[src/rtl/mem_access_sequencer.sv]
// Byte-serial load/store sequencer: runs one MIPS lb/lbu/lh/lhu/lw/sb/sh/sw against a byte-wide memory.
// Define MEM_SEQ_MISALIGN_TRAP_EN to trap misaligned halfword/word accesses instead of masking the address.
module mem_access_sequencer #(
  parameter int ADDR_W     = 32,
  parameter int WAIT_LIMIT = 15
) (
  input  logic              clk,
  input  logic              rst_n,
  input  logic              start,
  input  logic [5:0]        OpCode,
  input  logic [ADDR_W-1:0] addr,
  input  logic [31:0]       wdata,
  output logic              busy,
  output logic              done,
  output logic              err,
  output logic [31:0]       rdata,
  output logic              mem_req,
  output logic              mem_we,
  output logic [ADDR_W-1:0] mem_addr,
  output logic [7:0]        mem_wdata,
  input  logic [7:0]        mem_rdata,
  input  logic              mem_ready
);

  localparam int WW = $clog2(WAIT_LIMIT + 1);
  localparam logic [WW-1:0] WAIT_LAST = WW'(WAIT_LIMIT - 1);

  typedef enum logic [1:0] {IDLE = 2'd0, XFER = 2'd1, FINISH = 2'd2} state_t;

  // Returns {valid, store, signed, last byte index}
  function automatic logic [4:0] decode(input logic [5:0] op);
    case (op)
      6'b100000: decode = {1'b1, 1'b0, 1'b1, 2'd0};
      6'b100001: decode = {1'b1, 1'b0, 1'b1, 2'd1};
      6'b100011: decode = {1'b1, 1'b0, 1'b0, 2'd3};
      6'b100100: decode = {1'b1, 1'b0, 1'b0, 2'd0};
      6'b100101: decode = {1'b1, 1'b0, 1'b0, 2'd1};
      6'b101000: decode = {1'b1, 1'b1, 1'b0, 2'd0};
      6'b101001: decode = {1'b1, 1'b1, 1'b0, 2'd1};
      6'b101011: decode = {1'b1, 1'b1, 1'b0, 2'd3};
      default:   decode = 5'd0;
    endcase
  endfunction

  function automatic logic [7:0] pick_byte(input logic [31:0] w, input logic [1:0] k);
    case (k)
      2'd0:    pick_byte = w[7:0];
      2'd1:    pick_byte = w[15:8];
      2'd2:    pick_byte = w[23:16];
      default: pick_byte = w[31:24];
    endcase
  endfunction

  state_t            state_q, state_d;
  logic              store_q, store_d;
  logic              signed_q, signed_d;
  logic [1:0]        last_q, last_d;
  logic [1:0]        idx_q, idx_d;
  logic [31:0]       wdata_q, wdata_d;
  logic [31:0]       asm_q, asm_d;
  logic [WW-1:0]     wait_q, wait_d;
  logic              err_pend_q, err_pend_d;
  logic              busy_q, busy_d;
  logic              done_q, done_d;
  logic              err_q, err_d;
  logic [31:0]       rdata_q, rdata_d;
  logic              mem_req_q, mem_req_d;
  logic              mem_we_q, mem_we_d;
  logic [ADDR_W-1:0] mem_addr_q, mem_addr_d;
  logic [7:0]        mem_wdata_q, mem_wdata_d;

  logic [4:0]        dec_s;
  logic [1:0]        nxt_idx_s;
  logic [ADDR_W-1:0] aligned_s;
  logic [31:0]       ext_s;

  // Next-state and next-output computation for the whole sequencer
  always_comb begin
    state_d     = state_q;
    store_d     = store_q;
    signed_d    = signed_q;
    last_d      = last_q;
    idx_d       = idx_q;
    wdata_d     = wdata_q;
    asm_d       = asm_q;
    wait_d      = wait_q;
    err_pend_d  = err_pend_q;
    busy_d      = busy_q;
    done_d      = 1'b0;
    err_d       = 1'b0;
    rdata_d     = rdata_q;
    mem_req_d   = mem_req_q;
    mem_we_d    = mem_we_q;
    mem_addr_d  = mem_addr_q;
    mem_wdata_d = mem_wdata_q;

    dec_s     = decode(OpCode);
    nxt_idx_s = idx_q + 2'd1;
    aligned_s = addr & ~{{(ADDR_W-2){1'b0}}, dec_s[1:0]};

    case (last_q)
      2'd0:    ext_s = signed_q ? {{24{asm_q[7]}}, asm_q[7:0]} : {24'd0, asm_q[7:0]};
      2'd1:    ext_s = signed_q ? {{16{asm_q[15]}}, asm_q[15:0]} : {16'd0, asm_q[15:0]};
      default: ext_s = asm_q;
    endcase

    case (state_q)
      IDLE: begin
        // A start coinciding with the done pulse is dropped; the next cycle may start
        if (start && !done_q) begin
          store_d  = dec_s[3];
          signed_d = dec_s[2];
          last_d   = dec_s[1:0];
          wdata_d  = wdata;
          idx_d    = 2'd0;
          asm_d    = 32'd0;
          wait_d   = '0;
          busy_d   = 1'b1;
          if (!dec_s[4]) begin
            state_d    = FINISH;
            err_pend_d = 1'b1;
          end
`ifdef MEM_SEQ_MISALIGN_TRAP_EN
          else if ((addr[1:0] & dec_s[1:0]) != 2'd0) begin
            state_d    = FINISH;
            err_pend_d = 1'b1;
          end
`endif
          else begin
            state_d     = XFER;
            err_pend_d  = 1'b0;
            mem_req_d   = 1'b1;
            mem_we_d    = dec_s[3];
            mem_addr_d  = aligned_s;
            mem_wdata_d = pick_byte(wdata, dec_s[1:0]);
          end
        end else begin
          state_d = IDLE;
        end
      end
      XFER: begin
        if (mem_ready) begin
          wait_d = '0;
          if (!store_q) begin
            asm_d = {asm_q[23:0], mem_rdata};
          end else begin
            asm_d = asm_q;
          end
          if (idx_q == last_q) begin
            state_d   = FINISH;
            mem_req_d = 1'b0;
            mem_we_d  = 1'b0;
          end else begin
            idx_d       = nxt_idx_s;
            mem_addr_d  = mem_addr_q + ADDR_W'(1);
            mem_wdata_d = pick_byte(wdata_q, last_q - nxt_idx_s);
          end
        end else if (wait_q == WAIT_LAST) begin
          state_d    = FINISH;
          mem_req_d  = 1'b0;
          mem_we_d   = 1'b0;
          err_pend_d = 1'b1;
          wait_d     = '0;
        end else begin
          wait_d = wait_q + WW'(1);
        end
      end
      FINISH: begin
        state_d    = IDLE;
        busy_d     = 1'b0;
        done_d     = 1'b1;
        err_d      = err_pend_q;
        err_pend_d = 1'b0;
        mem_req_d  = 1'b0;
        mem_we_d   = 1'b0;
        // Failed accesses and stores keep the previous load result
        if (!err_pend_q && !store_q) begin
          rdata_d = ext_s;
        end else begin
          rdata_d = rdata_q;
        end
      end
      default: begin
        state_d   = IDLE;
        busy_d    = 1'b0;
        mem_req_d = 1'b0;
        mem_we_d  = 1'b0;
      end
    endcase
  end

  // State and registered outputs
  always_ff @(posedge clk or negedge rst_n) begin
    if (!rst_n) begin
      state_q     <= IDLE;
      store_q     <= 1'b0;
      signed_q    <= 1'b0;
      last_q      <= 2'd0;
      idx_q       <= 2'd0;
      wdata_q     <= 32'd0;
      asm_q       <= 32'd0;
      wait_q      <= '0;
      err_pend_q  <= 1'b0;
      busy_q      <= 1'b0;
      done_q      <= 1'b0;
      err_q       <= 1'b0;
      rdata_q     <= 32'd0;
      mem_req_q   <= 1'b0;
      mem_we_q    <= 1'b0;
      mem_addr_q  <= '0;
      mem_wdata_q <= 8'd0;
    end else begin
      state_q     <= state_d;
      store_q     <= store_d;
      signed_q    <= signed_d;
      last_q      <= last_d;
      idx_q       <= idx_d;
      wdata_q     <= wdata_d;
      asm_q       <= asm_d;
      wait_q      <= wait_d;
      err_pend_q  <= err_pend_d;
      busy_q      <= busy_d;
      done_q      <= done_d;
      err_q       <= err_d;
      rdata_q     <= rdata_d;
      mem_req_q   <= mem_req_d;
      mem_we_q    <= mem_we_d;
      mem_addr_q  <= mem_addr_d;
      mem_wdata_q <= mem_wdata_d;
    end
  end

  assign busy      = busy_q;
  assign done      = done_q;
  assign err       = err_q;
  assign rdata     = rdata_q;
  assign mem_req   = mem_req_q;
  assign mem_we    = mem_we_q;
  assign mem_addr  = mem_addr_q;
  assign mem_wdata = mem_wdata_q;

endmodule

[config.mk]
export PLATFORM = sky130hd
export DESIGN_NAME = mem_access_sequencer
export DESIGN_NICKNAME = d
export VERILOG_FILES = /design/src/rtl/mem_access_sequencer.sv
export SDC_FILE = /design/constraint.sdc
export NUM_CORES = 1
export LEC_CHECK = 0
export CAP_MARGIN = 0
export CELL_PAD_IN_SITES_DETAIL_PLACEMENT = 1
export CELL_PAD_IN_SITES_GLOBAL_PLACEMENT = 1
export CORE_ASPECT_RATIO = 0.6
export CORE_MARGIN = 2
export CORE_UTILIZATION = 40
export CTS_CLUSTER_DIAMETER = 120
export DETAILED_ROUTE_END_ITERATION = 10
export GPL_ROUTABILITY_DRIVEN = 0
export PLACE_DENSITY = 0.8
export SYNTH_ARGS = -nofsm -noshare
export SYNTH_HDL_FRONTEND = slang
export SYNTH_SLANG_ARGS = --single-unit
[constraint.sdc]
create_clock -name clk -period 4.95 [get_ports clk]
set_input_delay 1.2375 -clock clk [delete_from_list [all_inputs] [get_ports clk]]
set_output_delay 1.2375 -clock clk [all_outputs]
set_load 0.05 [all_outputs]
==> flow_metrics.env, run 1 <==
export IMPL_postLayoutCellArea_um2=10010
export IMPL_fin_crit_ps=3351
export IMPL_slew_headroom_pct=14.66
export IMPL_h_tree_depth=4
export IMPL_clock_latency_ps=430
export IMPL_ys_types=72
export IMPL_core_um2=18880
export IMPL_cts_buffers_inserted=17
export IMPL_yosys_warnings=0
export IMPL_grt_pass1_wl_mm=39.05
export IMPL_required_ps=5290
export IMPL_post_dp_hpwl_mm=15.78
export IMPL_root_buffer="clkbuf_16"
export IMPL_synth_area_per_cell_um2=9.260
export IMPL_synthArstFlopShare_pct=100.0
export IMPL_p_per_area_nw_per_um2=583.0
export IMPL_top_usage_layer="met2"
export IMPL_slew_viol_final=0
export IMPL_final_common_cell="nand2_1"
export IMPL_period_share_pct=67.70
export IMPL_drt_iter0_markers=487
export IMPL_synthTopCellsByArea="dfrtp_1 (50%), nand2_1 (10%), o21ai_0 (4.3%), nor2_1 (2.5%), nand3_1 (2.2%)"
export IMPL_synth_area_um2=7649
export IMPL_synth_top_cell_area_share_pct=50.38
export IMPL_finalPower_uw=5833
export IMPL_dieArea_um2=20280
export IMPL_placedCellCount=1188
export IMPL_antenna_found_initial=0
export IMPL_place_area_um2=9410
export IMPL_syn_nets=915
export IMPL_rsz0062_at_grt="no"
export IMPL_grt_pass1_vias=7154
export IMPL_use_met1_pct=35.33
export IMPL_clock_power_share_pct=22.9
export IMPL_clk_pin_slew_ps=70
export IMPL_seqPwrFrac_pct=34.9
export IMPL_combPwrFrac_pct=42.2
export IMPL_io_pins=159
export IMPL_area_growth_pct=30.82
export IMPL_postCtsSetupBuffers=0
export IMPL_wl_per_cell_um=19.56
export IMPL_cellLeakagePower_uw=0.004252
export IMPL_status="finished, final reports clean"
export IMPL_wl_mm=23.85
export IMPL_rr_startpoint="last_q[1]"
export IMPL_gr_usage_met2_pct=37.31
export IMPL_r2r_setup_slack_ps=1740
export IMPL_ys_ff_latch=154
export IMPL_hold_path_class="flop to flop"
export IMPL_drt_first_pass_iters=5
export IMPL_crit_start="start"
export IMPL_port_buffers=158
export IMPL_end_kind="flop"
export IMPL_cts_tree="done"
export IMPL_cp_arrival_ps=3690
export IMPL_die_h_um=111.1
export IMPL_nets=1050
export IMPL_setup_viol=0
export IMPL_power_internal_uw=3244
export IMPL_power_switching_uw=2589
export IMPL_rows=39
export IMPL_ir_drop_mv=0.2154
export IMPL_synth_cells=826
export IMPL_finalNonFillerCells=1219
export IMPL_max_freq_ghz=0.2984
export IMPL_start_util_pct=40.50
export IMPL_final_cell_mix="nand2_1 (212), clkdlybuf4s50_1 (157), dfrtp_1 (154)"
export IMPL_synth_enable_flop_cells=0
export IMPL_r2r_cells=5
export IMPL_n_antenna_cell=0
export IMPL_use_met3_pct=5.026
export IMPL_cts_buffer_depth=2
export IMPL_p_sw_share_pct=44.38
export IMPL_yosys_area_top_type="dfrtp_1"
export IMPL_drive_gt1_share_pct=7.708
export IMPL_track_usage_pct=24.37
export IMPL_ant_nets=0
export IMPL_cts_num_sinks=154
export IMPL_cap_violations=0
export IMPL_critPathMaxFanout=35
export IMPL_drc_errors=0
export IMPL_via_per_inst=5.620
export IMPL_hold_viol_final=0
export IMPL_holdWs_ps=473.2
export IMPL_start_kind="primary input"
export IMPL_critPathKind="primary input to flop"
export IMPL_die_x_um=182.5
export IMPL_reg2reg_to="mem_addr[22]"
export IMPL_tns_ps=0
export IMPL_crit_end="mem_addr[31]"
export IMPL_synthFlopType="dfrtp_1"
export IMPL_overflow=0
export IMPL_finalClockSkew_ps=13.18
export IMPL_cts_hold_buf=0
export IMPL_grt_start_max_net_pins=92
export IMPL_worstMarginPinSlew_ps=1280
export IMPL_dr_total_vias=6851
export IMPL_ctsResizeCount=0
export IMPL_ys_seq_area_share_pct=50.38
## worst max-delay path, stage by stage
cell and delay (ps):
clkdlybuf4s50_1 530, nand3b_2 140, a211o_1 430, a2bb2oi_4 820, o22ai_1 230, a211oi_2 270
## kinds of logic (layout without fill, tap and decap cells)
logic type,after synthesis,after routing,share of synthesized area [%]
AO/OA/AOI/OAI,193,193,16.31
XOR/XNOR,3,3,0.5400
adder cells (fa/ha/maj),7,7,1.145
buffers and inverters,63,210,3.713
flip-flops,154,154,50.38
multiplexers,26,26,4.957
AND/OR/NAND/NOR,380,380,22.95
## layout make-up
class / count / area, µm²
fillers: 2127 / 8879
flip-flops and latches: 154 / 3854
multi-input cells: 609 / 3553
repair buffers: 167 / 1650
clock buffers: 18 / 439.2
well taps: 246 / 307.8
clock inverters: 13 / 156.4
inverters: 12 / 45.04
## Yosys cell counts, types with 10 or more instances
cell / instances
o22ai_1: 10
dfrtp_1: 154
o21ai_0: 65
buf_2: 11
o211ai_1: 11
nand2_1: 212
clkbuf_1: 32
a22oi_1: 12
nor3_1: 15
a31oi_1: 12
nand3_1: 34
a21oi_1: 31
inv_1: 12
nor2_1: 51
## how the worst min path moves through the flow
| stage | slack, ps | from | cells after the start | endpoint |
|---|---|---|---|---|
| CTS | 470 | wdata_q[30] | 2 | wdata_q[30] |
| finish | 470 | wdata_q[19] | 2 | wdata_q[19] |
| detailed placement | 460 | wdata_q[30] | 2 | wdata_q[30] |
| floorplan | 440 | wdata_q[11] | 2 | wdata_q[11] |
| global route | 500 | wdata_q[0] | 2 | wdata_q[0] |
| global placement | 450 | wdata_q[3] | 2 | wdata_q[3] |
## power groups by stage
stage	Clock [µW]	Combinational (µW)	Sequential, µW
after floorplan	0	688	2870
after global placement	0	2410	2030
after detailed placement	0	2460	2040
after CTS	1360	2480	2030
after global routing	1410	2620	2100
final	1340	2460	2040
## layer usage
metal	vias up	part of all wire [%]
met1	3424	49
met4	0	1.2
met3	23	5.3
li1	3210	-
met2	194	45
met5	-	0
## stage by stage
step / setup WS, ps / util, %
floorplan: 2283 / -
global placement: 1244 / 49.83
detailed placement: 1175 / 49.83
CTS: 1625 / 52.98
global route: 1421 / 52.98
finish: 1599 / 52.98
## state kept, by name, indices dropped and copies added, names as in the netlist, 2 cells and up
register / count
mem_addr: 32
asm_q: 32
idx_q: 2
wdata_q: 32
state_q: 2
last_q: 2
wait_q: 4
rdata: 32
mem_wdata: 8
Power figures use the tool's default switching activity.
==> run 2: changes to the inputs <==
--- a/config.mk
+++ b/config.mk
@@ -10,11 +10,11 @@
 export CELL_PAD_IN_SITES_GLOBAL_PLACEMENT = 1
 export CORE_ASPECT_RATIO = 0.6
 export CORE_MARGIN = 2
-export CORE_UTILIZATION = 40
+export CORE_UTILIZATION = 35
 export CTS_CLUSTER_DIAMETER = 120
 export DETAILED_ROUTE_END_ITERATION = 10
 export GPL_ROUTABILITY_DRIVEN = 0
-export PLACE_DENSITY = 0.8
+export PLACE_DENSITY = 0.74
 export SYNTH_ARGS = -nofsm -noshare
 export SYNTH_HDL_FRONTEND = slang
 export SYNTH_SLANG_ARGS = --single-unit
==> constraint.sdc (replaced) <==
create_clock -name clk -period 2.9 [get_ports clk]
set_input_delay 0.725 -clock clk [delete_from_list [all_inputs] [get_ports clk]]
set_output_delay 0.725 -clock clk [all_outputs]
set_load 0.05 [all_outputs]
==> flow_metrics.env, run 2 (synthesis gave the netlist of run 1 again) <==
export IMPL_cap_violations=0
export IMPL_finalWorstSetupSlack_ps=291.0
export IMPL_critPathMaxFanout=9
export IMPL_postLayoutCellArea_um2=10260
export IMPL_io_pins=159
export IMPL_p_per_area_nw_per_um2=975.0
export IMPL_ctsResizeCount=0
export IMPL_max_freq_ghz=0.3833
export IMPL_critPathKind="flop to primary output"
export IMPL_grt_start_max_net_pins=66
export IMPL_area_growth_pct=34.14
export IMPL_drive_gt1_share_pct=9.557
export IMPL_dieArea_um2=23090
export IMPL_finalNonFillerCells=1273
export IMPL_setup_viol=0
export IMPL_path_buf_inv=1
export IMPL_start_util_pct=36.01
export IMPL_final_cell_mix="nand2_1 (212), clkdlybuf4s50_1 (157), dfrtp_1 (154)"
export IMPL_post_dp_hpwl_mm=17.03
export IMPL_dr_total_vias=6920
export IMPL_power_internal_uw=5586
export IMPL_clk_pin_slew_ps=70
export IMPL_ir_drop_mv=0.6351
export IMPL_via_per_inst=5.436
export IMPL_slew_headroom_pct=42.27
export IMPL_rsz0062_at_grt="no"
export IMPL_drc_errors=0
export IMPL_finalClockSkew_ps=18.42
export IMPL_cts_buffer_depth=2
export IMPL_placedCellCount=1241
export IMPL_overflow=0
export IMPL_hold_viol_final=0
export IMPL_drt_first_pass_iters=4
export IMPL_nets=1070
export IMPL_worstMarginPinSlew_ps=861.7
export IMPL_tns_ps=0
export IMPL_wl_mm=24.52
export IMPL_cts_hold_buf=0
export IMPL_crit_family="buffers and inverters"
export IMPL_clock_latency_ps=430
export IMPL_drt_iter0_markers=529
export IMPL_period_share_pct=89.96
export IMPL_hold_path_class="primary input to asynchronous set/reset pin"
export IMPL_core_um2=21240
export IMPL_power_switching_uw=4417
export IMPL_clock_power_share_pct=22.9
export IMPL_antenna_found_initial=0
export IMPL_utilization_pct=48.31
export IMPL_die_h_um=118.5
export IMPL_cts_num_sinks=154
export IMPL_post_place_ws_ps=65.98
export IMPL_max_stage_delay_ps=880
export IMPL_nFillCells=2421
export IMPL_root_buffer="clkbuf_16"
export IMPL_slew_viol_final=0
export IMPL_n_antenna_cell=0
export IMPL_seqPwrFrac_pct=34.5
export IMPL_cts_tree="done"
export IMPL_combPwrFrac_pct=42.5
export IMPL_h_tree_depth=4
export IMPL_wl_per_cell_um=19.26
export IMPL_path_cells="clkdlybuf4s50_1"
export IMPL_required_ps=2170
export IMPL_postCtsSetupBuffers=0
export IMPL_rows=41
export IMPL_cp_slowest_cell="clkdlybuf4s50_1"
export IMPL_cp_arrival_ps=1880
export IMPL_place_area_um2=9663
export IMPL_p_sw_share_pct=44.16
export IMPL_ant_nets=0
export IMPL_die_x_um=194.8
export IMPL_cellLeakagePower_uw=0.004372
export IMPL_grt_pass1_wl_mm=39.72
export IMPL_grt_pass1_vias=7008
export IMPL_final_common_cell="nand2_1"
export IMPL_track_usage_pct=21.95
export IMPL_status="finished, final reports clean"
export IMPL_cts_buffers_inserted=17
export IMPL_end_kind="primary output"
export IMPL_fin_crit_ps=2609
export IMPL_port_buffers=158
export IMPL_start_kind="flop"
-- run 2: final timing paths --
path / from / end / slack, ps / cells after the start
max reg2reg: idx_q[0] / mem_wdata[3] / 330 / 7
max: mem_addr[9] / mem_addr[9] / 290 / 1
min: rst_n / mem_we / 200 / 1
min in group clk: wdata_q[11] / wdata_q[11] / 470 / 2
max in group asynchronous: rst_n / mem_addr[2] / 1990 / 2
min reg2reg: wdata_q[11] / wdata_q[11] / 470 / 2
-- run 2: per-layer routing --
metal  vias to the layer above  global-route usage (%)  share of wire [%]
li1                       3252                       -                  -
met1                      3467                   33.74                 51
met2                       184                   31.65                 43
met3                        17                   4.224                5.1
met4                         0                   4.866                1.1
met5                         -                       0                  0
-- run 2: area by class of cell --
class                      count  area [µm²]  share of cell area (%)
clock buffer                  18       439.2                   4.281
clock inverter                14       157.7                   1.537
inverter                      12       45.04                  0.4390
multi-input combinational    609        3552                   34.62
sequential                   154        3854                   37.56
tap                          279       349.1                   3.402
timing repair buffer         187        1863                   18.16
-- run 2: stage by stage --
stage | total power [µW] | hold WS [ps]
2_1_floorplan | 6073 | 429.4
3_5_place_dp | 7746 | 458.3
4_1_cts | 10090 | 208.6
6_report | 10000 | 202.9
5_1_grt | 10510 | 223.1
3_3_place_gp | 7662 | 453.9
-- run 2: power by group through the flow --
| stage | Sequential [µW] | Clock (µW) | Combinational (µW) |
|---|---|---|---|
| finish | 3450 | 2290 | 4260 |
| CTS | 3450 | 2340 | 4290 |
| global placement | 3460 | 0 | 4200 |
| floorplan | 4900 | 0 | 1170 |
| detailed placement | 3480 | 0 | 4270 |
| global route | 3570 | 2420 | 4520 |
==> run 3: changes to the inputs <==
--- a/config.mk
+++ b/config.mk
@@ -14,7 +14,7 @@
 export CTS_CLUSTER_DIAMETER = 120
 export DETAILED_ROUTE_END_ITERATION = 10
 export GPL_ROUTABILITY_DRIVEN = 0
-export PLACE_DENSITY = 0.74
+export PLACE_DENSITY = 0.76
 export SYNTH_ARGS = -nofsm -noshare
 export SYNTH_HDL_FRONTEND = slang
 export SYNTH_SLANG_ARGS = --single-unit
==> flow_metrics.env, run 3 (synthesis gave the netlist of run 1 again) <==
export IMPL_cts_buffer_depth=2
export IMPL_ctsResizeCount=0
export IMPL_worstMarginPinSlew_ps=985.8
export IMPL_dr_total_vias=6840
export IMPL_nets=1071
export IMPL_top_usage_layer="met1"
export IMPL_via_per_inst=5.369
export IMPL_grt_pass1_wl_mm=39.49
export IMPL_placedCellCount=1242
export IMPL_clk_pin_slew_ps=70
export IMPL_period_share_pct=90.49
export IMPL_multiInputGateArea_um2=3542
export IMPL_io_pins=159
export IMPL_clock_latency_ps=440
export IMPL_cts_buffers_inserted=17
export IMPL_status="finished, final reports clean"
export IMPL_seq_area_um2=3854
export IMPL_postCtsSetupBuffers=0
export IMPL_dieArea_um2=23090
export IMPL_ir_drop_mv=0.6085
export IMPL_ant_nets=0
export IMPL_required_ps=2170
export IMPL_finalWorstSetupSlack_ps=275.8
export IMPL_slew_headroom_pct=34.28
export IMPL_drc_errors=0
export IMPL_post_place_ws_ps=15.02
export IMPL_path_cells="clkdlybuf4s50_1"
export IMPL_root_buffer="clkbuf_16"
export IMPL_hold_viol_final=0
export IMPL_drt_first_pass_iters=4
export IMPL_finalNonFillerCells=1274
export IMPL_cap_violations=0
export IMPL_area_growth_pct=33.71
export IMPL_use_met1_pct=32.68
export IMPL_overflow=0
export IMPL_die_x_um=194.8
export IMPL_track_usage_pct=21.78
export IMPL_port_buffers=158
export IMPL_grt_pass1_vias=7049
export IMPL_final_cell_mix="nand2_1 (212), clkdlybuf4s50_1 (157), dfrtp_1 (154)"
export IMPL_wl_mm=24.05
export IMPL_max_freq_ghz=0.3811
export IMPL_drt_iter0_markers=469
export IMPL_cellLeakagePower_uw=0.004372
export IMPL_cts_hold_buf=0
export IMPL_slew_viol_final=0
export IMPL_setup_viol=0
export IMPL_start_util_pct=36.01
export IMPL_post_dp_hpwl_mm=17.04
export IMPL_max_stage_delay_ps=880
export IMPL_path_buf_inv=1
export IMPL_nFillCells=2438
export IMPL_cts_num_sinks=154
export IMPL_critPathMaxFanout=9
export IMPL_rows=41
export IMPL_grt_start_max_net_pins=65
export IMPL_gr_usage_met2_pct=32.03
export IMPL_cp_slowest_cell="clkdlybuf4s50_1"
export IMPL_core_um2=21240
export IMPL_n_antenna_cell=0
export IMPL_die_h_um=118.5
export IMPL_rsz0062_at_grt="no"
export IMPL_cts_tree="done"
export IMPL_p_per_area_nw_per_um2=980.5
export IMPL_hold_path_class="primary input to asynchronous set/reset pin"
export IMPL_critPathKind="flop to primary output"
export IMPL_final_common_cell="nand2_1"
export IMPL_cp_arrival_ps=1900
export IMPL_wl_per_cell_um=18.87
export IMPL_start_kind="flop"
export IMPL_tns_ps=0
export IMPL_antenna_found_initial=0
export IMPL_drive_gt1_share_pct=9.749
export IMPL_use_met3_pct=4.481
export IMPL_end_kind="primary output"
export IMPL_finalClockSkew_ps=12.65
export IMPL_crit_family="buffers and inverters"
export IMPL_h_tree_depth=4
export IMPL_fin_crit_ps=2624
==> run 3: cell types whose count changed in the layout (fill, tap and decap cells not counted) <==
cell        delta
buf_12         -3
a2bb2oi_2      +1
clkbuf_8       -1
clkinv_2       -1
a2bb2oi_4      -1
a21o_1         -1
clkinvlp_4     -1
a21o_2         +1
inv_8          +3
buf_4          +4
==> run 3: stage by stage <==
stage                     utilization (%)  total power (µW)  cell area, µm²  hold slack (ps)
after global placement              45.31              7653            9623            453.7
after detailed placement            45.31              7753            9623            457.9
after global routing                48.16             10530           10230            330.3
after CTS                           48.16             10110           10230            307.8
final                               48.16             10030           10230            290.4
after floorplan                         -              6073            7649            429.4
==> run 3: path summary, 6_finish.rpt <==
kind                        startpoint           end  slack, ps  depth (start not counted)
max in group asynchronous        rst_n    state_q[0]       1830                          2
min                              rst_n    err_pend_q        290                          1
min reg2reg                wdata_q[11]   wdata_q[11]        470                          2
max reg2reg                   idx_q[0]  mem_wdata[3]        330                          7
min in group clk           wdata_q[11]   wdata_q[11]        470                          2
max                        mem_addr[5]   mem_addr[5]        280                          1
==> run 3: per-layer routing <==
layer  wire length [µm]  share of wire, %
met1              11810                49
met3               1386               5.8
met2              10620                44
met4                231              0.96
met5                  0                 0
==> run 3: cell type report <==
type	instances	area share, %
clock buffers	17	4.160
clock inverters	15	1.749
inverters	12	0.4404
multi-input cells	609	34.63
flip-flops and latches	154	37.68
well taps	279	3.413
repair buffers	188	17.92
==> run 3: report_power, final <==
| part | switching (µW) | leakage (µW) | internal, µW |
|---|---|---|---|
| Sequential | 700 | 0.00196 | 2770 |
| Clock | 1010 | 0.000297 | 1310 |
| Combinational | 2750 | 0.00212 | 1490 |
